`config.mk`:
```
export PLATFORM = sky130hd
export DESIGN_NAME = cpu_step_ctrl
export DESIGN_NICKNAME = d
export VERILOG_FILES = /design/src/rtl/cpu_step_ctrl.sv
export SDC_FILE = /design/constraint.sdc
export NUM_CORES = 1
export LEC_CHECK = 0
export CAP_MARGIN = 20
export CORE_MARGIN = 2
export CORE_UTILIZATION = 45
export CTS_CLUSTER_SIZE = 28
export DETAILED_ROUTE_END_ITERATION = 8
export GPL_TIMING_DRIVEN = 0
export PLACE_DENSITY = 0.74
export SYNTH_ARGS = -nofsm -noshare
export SYNTH_HDL_FRONTEND = slang
export SYNTH_SLANG_ARGS = --single-unit
```
`constraint.sdc`:
```
create_clock -name raw_clk -period 3 [get_ports raw_clk]
set_clock_uncertainty 0.05 [all_clocks]
set_input_delay 0.45 -clock raw_clk [delete_from_list [all_inputs] [get_ports raw_clk]]
set_output_delay 0.45 -clock raw_clk [all_outputs]
set_load 0.05 [all_outputs]
```
`src/rtl/cpu_step_ctrl.sv`:
```
// -----------------------------------------------------------------------------
// cpu_step_ctrl
//
// Run/step sequencer for the CPU core clock. It produces a one-cycle clock
// enable (cpu_ce) for the core from the board clock. The enable source depends
// on the selected mode: halt, free-run at a programmable divide ratio,
// single-step from a push button, or run exactly N cycles. An optional PC
// breakpoint can freeze the core.
//
// Optional feature macro: CPU_STEP_CTRL_BP_EN
//   defined     -> PC breakpoint, BREAK state and skip-once logic are built.
//   not defined -> bp_en / bp_addr / pc are ignored, bp_hit is tied to 0 and
//                  BREAK can never be entered.
//
// Ports
//   raw_clk    in   board clock (the only clock)
//   rst        in   asynchronous reset, active low
//   mode       in   2'b00 halt, 2'b01 free-run, 2'b10 step, 2'b11 run-N
//   div        in   raw_clk ticks per cpu_ce in free-run / run-N (0 acts as 1)
//   step_btn   in   raw asynchronous step push button
//   start      in   one-cycle pulse, loads run_cnt in run-N mode
//   run_cnt    in   cycle count for run-N
//   bp_en      in   breakpoint enable
//   bp_addr    in   breakpoint PC
//   pc         in   current core PC
//   cpu_ce     out  core clock enable, one raw_clk cycle wide
//   halted     out  no cpu_ce can be issued without new input
//   bp_hit     out  high while stopped at a breakpoint
//   done       out  one-cycle pulse when run-N count reaches 0
//   remaining  out  run-N cycles still to issue
// -----------------------------------------------------------------------------
module cpu_step_ctrl #(
  parameter int DIV_WIDTH = 32,
  parameter int CNT_WIDTH = 16,
  parameter int PC_WIDTH  = 16
) (
  input  logic                 raw_clk,
  input  logic                 rst,
  input  logic [1:0]           mode,
  input  logic [DIV_WIDTH-1:0] div,
  input  logic                 step_btn,
  input  logic                 start,
  input  logic [CNT_WIDTH-1:0] run_cnt,
  input  logic                 bp_en,
  input  logic [PC_WIDTH-1:0]  bp_addr,
  input  logic [PC_WIDTH-1:0]  pc,
  output logic                 cpu_ce,
  output logic                 halted,
  output logic                 bp_hit,
  output logic                 done,
  output logic [CNT_WIDTH-1:0] remaining
);

  typedef enum logic [2:0] {
    IDLE  = 3'd0,
    FREE  = 3'd1,
    STEP  = 3'd2,
    RUNN  = 3'd3,
    BREAK = 3'd4
  } state_t;

  localparam logic [1:0] MODE_HALT = 2'b00;
  localparam logic [1:0] MODE_FREE = 2'b01;
  localparam logic [1:0] MODE_STEP = 2'b10;
  localparam logic [1:0] MODE_RUNN = 2'b11;

  localparam logic [DIV_WIDTH-1:0] DIV_ONE = {{(DIV_WIDTH-1){1'b0}}, 1'b1};
  localparam logic [CNT_WIDTH-1:0] CNT_ONE = {{(CNT_WIDTH-1){1'b0}}, 1'b1};

  state_t                 state_reg, state_next;
  logic                   cpu_ce_reg, ce_next;
  logic                   halted_reg;
  logic                   done_reg, done_next;
  logic [CNT_WIDTH-1:0]   remaining_reg, remaining_next;
  logic [DIV_WIDTH-1:0]   divcnt_reg, divcnt_next;
  logic                   bp_skip_reg, bp_skip_next;

  // Step button: two synchronizer flops, then a third flop for edge detect.
  logic step_sync1_reg, step_sync2_reg, step_prev_reg;
  logic step_edge;
  assign step_edge = step_sync2_reg & ~step_prev_reg;

  // Divider terminal count. Using >= instead of == means lowering div below
  // the current count ticks on the next cycle instead of wrapping around.
  logic [DIV_WIDTH-1:0] div_last;
  logic                 tick;
  assign div_last = (div == '0) ? '0 : (div - DIV_ONE);
  assign tick     = (divcnt_reg >= div_last);

  logic bp_match;
`ifdef CPU_STEP_CTRL_BP_EN
  // bp_skip lets the core leave a breakpoint address without re-triggering.
  assign bp_match = bp_en && (pc == bp_addr) && !bp_skip_reg;

  function automatic state_t mode_state(input logic [1:0] m);
    case (m)
      MODE_FREE: mode_state = FREE;
      MODE_STEP: mode_state = STEP;
      MODE_RUNN: mode_state = RUNN;
      default:   mode_state = IDLE;
    endcase
  endfunction
`else
  assign bp_match = 1'b0;
  logic unused_bp;
  assign unused_bp = bp_en ^ (^bp_addr) ^ (^pc) ^ bp_skip_next;
`endif

  // Next-state logic. Branch order inside each state encodes the precedence:
  // mode change, then breakpoint, then start, then tick / step edge.
  always_comb begin
    state_next     = state_reg;
    ce_next        = 1'b0;
    done_next      = 1'b0;
    remaining_next = remaining_reg;
    bp_skip_next   = bp_skip_reg;

    case (state_reg)
      IDLE: begin
        case (mode)
          MODE_FREE: state_next = FREE;
          MODE_STEP: state_next = STEP;
          MODE_RUNN: begin
            if (start) begin
              if (run_cnt == '0) begin
                remaining_next = '0;
                done_next      = 1'b1;
              end else begin
                remaining_next = run_cnt;
                state_next     = RUNN;
              end
            end
          end
          default: state_next = IDLE;
        endcase
      end

      FREE: begin
        if (mode != MODE_FREE) begin
          state_next = IDLE;
        end else if (tick) begin
          if (bp_match) begin
            state_next = BREAK;
          end else begin
            ce_next      = 1'b1;
            bp_skip_next = 1'b0;
          end
        end
      end

      STEP: begin
        if (mode != MODE_STEP) begin
          state_next = IDLE;
        end else if (step_edge) begin
          if (bp_match) begin
            state_next = BREAK;
          end else begin
            ce_next      = 1'b1;
            bp_skip_next = 1'b0;
          end
        end
      end

      RUNN: begin
        if (mode != MODE_RUNN) begin
          state_next = IDLE;              // remaining is held for inspection
        end else if (tick && bp_match) begin
          state_next = BREAK;             // no decrement on a suppressed ce
        end else if (start) begin
          if (run_cnt == '0) begin
            remaining_next = '0;
            done_next      = 1'b1;
            state_next     = IDLE;
          end else begin
            remaining_next = run_cnt;
          end
        end else if (tick) begin
          ce_next        = 1'b1;
          bp_skip_next   = 1'b0;
          remaining_next = remaining_reg - CNT_ONE;
          if (remaining_reg == CNT_ONE) begin
            done_next  = 1'b1;
            state_next = IDLE;
          end
        end
      end

`ifdef CPU_STEP_CTRL_BP_EN
      BREAK: begin
        if (mode == MODE_HALT) begin
          state_next = IDLE;
        end else if (start) begin
          // Resume without a ce; skip the breakpoint the core is sitting on.
          bp_skip_next = 1'b1;
          state_next   = mode_state(mode);
          if (mode == MODE_RUNN) begin
            if (run_cnt == '0) begin
              remaining_next = '0;
              done_next      = 1'b1;
              state_next     = IDLE;
            end else begin
              remaining_next = run_cnt;
            end
          end
        end else if (step_edge) begin
          // Single ce past the breakpoint; skip stays armed until the next ce.
          ce_next      = 1'b1;
          bp_skip_next = 1'b1;
          state_next   = mode_state(mode);
          if ((mode == MODE_RUNN) && (remaining_reg != '0)) begin
            remaining_next = remaining_reg - CNT_ONE;
            if (remaining_reg == CNT_ONE) begin
              done_next  = 1'b1;
              state_next = IDLE;
            end
          end
        end
      end
`endif

      default: state_next = IDLE;
    endcase

    // Divider runs only in the counting states and restarts on any state change.
    divcnt_next = '0;
    if ((state_next == state_reg) && ((state_reg == FREE) || (state_reg == RUNN))) begin
      divcnt_next = tick ? '0 : (divcnt_reg + DIV_ONE);
    end
  end

`ifdef CPU_STEP_CTRL_BP_EN
  logic bp_hit_reg;
  assign bp_hit = bp_hit_reg;
`else
  assign bp_hit = 1'b0;
`endif

  always_ff @(posedge raw_clk or negedge rst) begin
    if (!rst) begin
      state_reg      <= IDLE;
      cpu_ce_reg     <= 1'b0;
      halted_reg     <= 1'b1;
      done_reg       <= 1'b0;
      remaining_reg  <= '0;
      divcnt_reg     <= '0;
      bp_skip_reg    <= 1'b0;
      step_sync1_reg <= 1'b0;
      step_sync2_reg <= 1'b0;
      step_prev_reg  <= 1'b0;
`ifdef CPU_STEP_CTRL_BP_EN
      bp_hit_reg     <= 1'b0;
`endif
    end else begin
      state_reg      <= state_next;
      cpu_ce_reg     <= ce_next;
      halted_reg     <= (state_next == IDLE) || (state_next == STEP) || (state_next == BREAK);
      done_reg       <= done_next;
      remaining_reg  <= remaining_next;
      divcnt_reg     <= divcnt_next;
      step_sync1_reg <= step_btn;
      step_sync2_reg <= step_sync1_reg;
      step_prev_reg  <= step_sync2_reg;
`ifdef CPU_STEP_CTRL_BP_EN
      bp_skip_reg    <= bp_skip_next;
      bp_hit_reg     <= (state_next == BREAK);
`else
      bp_skip_reg    <= 1'b0;
`endif
    end
  end

  assign cpu_ce    = cpu_ce_reg;
  assign halted    = halted_reg;
  assign done      = done_reg;
  assign remaining = remaining_reg;

endmodule

```
* Word level (Yosys, flattened, before mapping)
Cells that the tools add are included.
Cells by class: $add $sub $neg 3, order comparisons 1, eq/ne operators 17, muxes and demuxes 36, bitwise gates (word level) 2, reduce and logical (&&, ||, !) cells 10
Operator list (count):
- $mux 16 | 6
- $mux 32 | 3
- $add 32x1->32 const B | 1
- $ge 32x32->1 | 1
- $logic_not 32->1 | 1
- $pmux 16 s2 | 1
- $sub 32x1->32 const B | 1
- $mux 3 | 9
- $eq 16x1->1 const B | 1
- $logic_not 16->1 | 1
- $sub 16x1->16 const B | 1
- $mux 1 | 13
- $pmux 3 s4 | 1
- $eq 3x2->1 const B | 3
- $pmux 3 s3 | 1
- $ne 2x2->1 const B | 4
- $logic_not 3->1 | 2
- $reduce_and 5->1 | 1
- $eq 2x2->1 const B | 2
- $ne 2x1->1 const B | 2
- $eq 3x1->1 const B | 1
- $eq 3x3->1 | 1
- $eq 3x3->1 const B | 1
- $logic_or 1x1->1 | 3
- other kinds (8) | 8
Word-level totals: flip-flop bits (word level) 57, output and inout port bits 20, word-level logic and storage cells 78

* Logic depth before layout (Yosys ltp)
depth after elaboration 10, gate-level depth with buffers 17

* Worst setup path after synthesis
No wires, ideal clock.
kind input-to-reg, from input port div[11], to register remaining_reg[13], in the netlist remaining[13], setup time 149 ps, arrival 3955 ps, required time 2801 ps, setup slack -1154 ps, stages on the path 17, buffers on the path 2, path through or4_4 > nor4b_4 > nand4_2 > or2_1 > buf_6 > nor3_2 > xor2_1 > nand2_1 > ha_1 > nand4_1 > nor2_1 > a221oi_1 > o211ai_1 > a22o_1 > nor2_1 > buf_2 > o221ai_1
Between the ends: cells in the longest elaborated chain, start to end 5, elaborated cells on any way between the ends 6
RTL lines:
- start, declared | RTL line 40 | input logic [DIV_WIDTH-1:0] div,
- $sub 32x1->32 / $logic_not 32->1 (equally long branches) | RTL line 87 | assign div_last = (div == '0) ? '0 : (div - DIV_ONE);
- $mux 32 * | RTL line 87
- $ge 32x32->1 * | RTL line 88 | assign tick = (divcnt_reg >= div_last);
- $ne 3x3->1 (no line) *
- $reduce_and 5->1 (no line) *
- end signal, assigned | RTL line 258 | remaining_reg <= remaining_next;
- end, declared | RTL line 74 | logic [CNT_WIDTH-1:0] remaining_reg, remaining_next;
Mark *: on every way between the ends. The rest lies on a longest branch, timed or not. A chain may end at the register's enable or synchronous reset.

* Worst setup path in the final report
from input port div[20], to register remaining_reg[6], in the netlist remaining[6]
Same word-level chain as after synthesis.

==> metrics.cfg <==
[route]
drc = 0
drtPass1Iterations = 5
viasPerCell = 5.77
wl_per_cell_um = 16.4
wl_mm = 12.9
drt_iter0_markers = 225
ant_nets = 0
vias = 4544

[global_route]
grtUsageTotal = 0.247
grt_pass1_wl_mm = 20.7
overflow = 0
grt_pass1_vias = 4554
antenna_found_initial = 0
grt_start_max_net_pins = 33

[placement]
place_inst = 738
hpwl_mm = 8.81
place.gp.congestion = 0.953
port-buffer-count = 72
dp_slack_ns = -2.39
place_area_um2 = 5380

[timing]
finalCritPeriodShare = 1.37
drv_slew = 0
fin_ws_ns = -1.12
finalHoldViolCount = 0
hold_ws_ns = 0.0775
fmax_ghz = 0.243
tightest_slew_ns = 0.619
maxSlewHeadroom = 0.588
period_needed_ns = 4.12
fin_setup_tns_ns = -54.98
rsz0062_at_grt = yes
setup_violations = 53

[clock_network]
clockBufferDepth = 2
clockRootBuffer = clkbuf_8
insertion_delay_ns = 0.34
cts_buffers = 9
clkSinkCount = 57
clk_pin_slew_ns = 0.07
htreeDepth = 3
cts_tree = built
hold_buffers = 0

[cells_and_area]
layout-drive-gt1-share = 0.234
final_common_cell = nand2_1
n_antenna_cell = 0
final_util = 0.669
largest_reg_flops = 32
syn_to_final_growth_pct = 46.3
final_cells = 788
design_area_um2 = 6450
layout_common_cells = nand2_1, clkdlybuf4s50_1, dfrtp_1
fin_nets = 774

[floorplan]
placementRows = 36
die_h_um = 103
initial_core_util = 0.457
die-width_um = 103
coreArea_um2 = 9640
pin_count = 107
die_area_um2 = 10600

[pwr]
switchingPower_mw = 0.901
vdd_drop_max_mv = 0.218
p_leak_nw = 2.68
combPwrFrac = 0.314
share_seq_of_total_power = 0.368
p_int_mw = 1.61
p_clk_frac = 0.318
p_total_mw = 2.51
power_per_cell_area_nw_per_um2 = 389
switching_share = 0.359

[critical_path]
cp.arrival_ns = 4.28
start_kind = primary input
critPathKind = in2reg
end_kind = register
cp_max_fo = 4
r2r_slack_ns = 0.19
reg2reg_to = remaining[6]
rr_startpoint = divcnt_reg[14]
required_ns = 3.16
r2r_cells = 10

[yosys]
yosys.area_share.xor_xnor = 0.109
syn_area_um2 = 4410
yosys-top-cells-area = dfrtp_1, ha_1, xor2_1
async_reset_ff_frac = 1.00
synth_top_area_frac = 0.318
synth_ff_type = dfrtp_1
synth_top_family_by_area = simple AND/OR/NAND/NOR gates
avgSynthCellArea_um2 = 8.30
synth_edf_count = 0
synth_fa_ha_area_frac = 0.105
yosysSeqAreaShare = 0.324
yosys-mux-area-fraction = 0.00454
syn_inst = 531
ys_ff_latch = 57
synth.largest_area_cell = dfrtp_1
yosys.area_share.simple = 0.306
synthDistinctLibCells = 57
yosys_warnings = 0
synth-compound-area-share = 0.120

[run_status]
violations = negative setup slack
status = finished with violations

[hold_path]
hold_class = in2async

[run]
cap_violations = 0

-- Yosys cell counts (all sizes together), types with 10 or more instances --
cell type,count
xor2,42
nand3,21
nor4,10
nand4,19
ha,37
dfrtp,56
o221ai,13
clkbuf,15
a21oi,23
nor3,27
xnor2,13
o21ai,11
nor2,67
inv,11
nand2,82
-- per-layer routing --
metal / GRT usage / up-vias / share of wire
met3: 0.0468 / 19 / 0.051
met4: 0.104 / 0 / 0.016
met2: 0.423 / 162 / 0.51
li1: - / 2164 / -
met5: 0 / - / 0
met1: 0.306 / 2199 / 0.43
-- critical path: stages --
cell and delay [ns]:
clkdlybuf4s50_1 0.48, nor3_1 0.42, and3b_1 0.26, nand4_1 0.20
nor2_4 0.20, buf_4 0.13, a21o_1 0.13, ha_4 0.15
nand4_1 0.14, nor3_2 0.29, or4b_4 0.50, o211ai_1 0.20
buf_4 0.19, a22o_4 0.17, nor2_4 0.07, buf_6 0.13
o32a_1 0.16
-- kinds of logic (layout without fill, tap and decap cells) --
kind of cell	Yosys count	after routing
other	1	2
xor gates and xnor gates	55	55
DFF	57	57
and+or+nand+nor	270	270
AOI/OAI and AO/OA	78	78
muxes	2	2
buffers and inverters	31	154
adders and majority gates	37	37
-- how the worst max path moves through the flow --
stage	from	endpoint	slack, ns	cells past startpoint
3_5_place_dp	div[9]	divcnt_reg[30]	-2.39	16
6_report	div[20]	remaining[6]	-1.12	17
3_3_place_gp	div[9]	divcnt_reg[25]	-2.19	16
4_1_cts	div[9]	divcnt_reg[29]	-1.12	19
2_1_floorplan	div[11]	divcnt_reg[10]	-0.94	17
5_1_grt	div[2]	remaining[6]	-1.24	17
-- power by group through the flow --
stage	logic (mW)	registers [mW]	clock network [mW]
2_1_floorplan	0.229	1.12	0
3_5_place_dp	0.722	0.934	0
6_report	0.788	0.923	0.799
4_1_cts	0.763	0.919	0.802
3_3_place_gp	0.706	0.930	0
5_1_grt	0.845	0.935	0.840
-- cell type report --
type | count | area [µm²]
fill | 765 | 3190
timing repair buffer | 107 | 1050
clock buffer | 10 | 128
buffer | 20 | 165
sequential | 57 | 1430
clock inverter | 6 | 82.6
inverter | 11 | 41.3
multi-input combinational | 444 | 3390
tap | 133 | 166
-- repair_timing --
item / CTS / global route
resized for setup: 115 / 47
buffers inserted: 20 / 10
setup endpoints to repair: 53 / 53
pin swaps: 59 / 26
gates cloned: 4 / 0
Note: power is estimated with default switching activity, not from simulation.
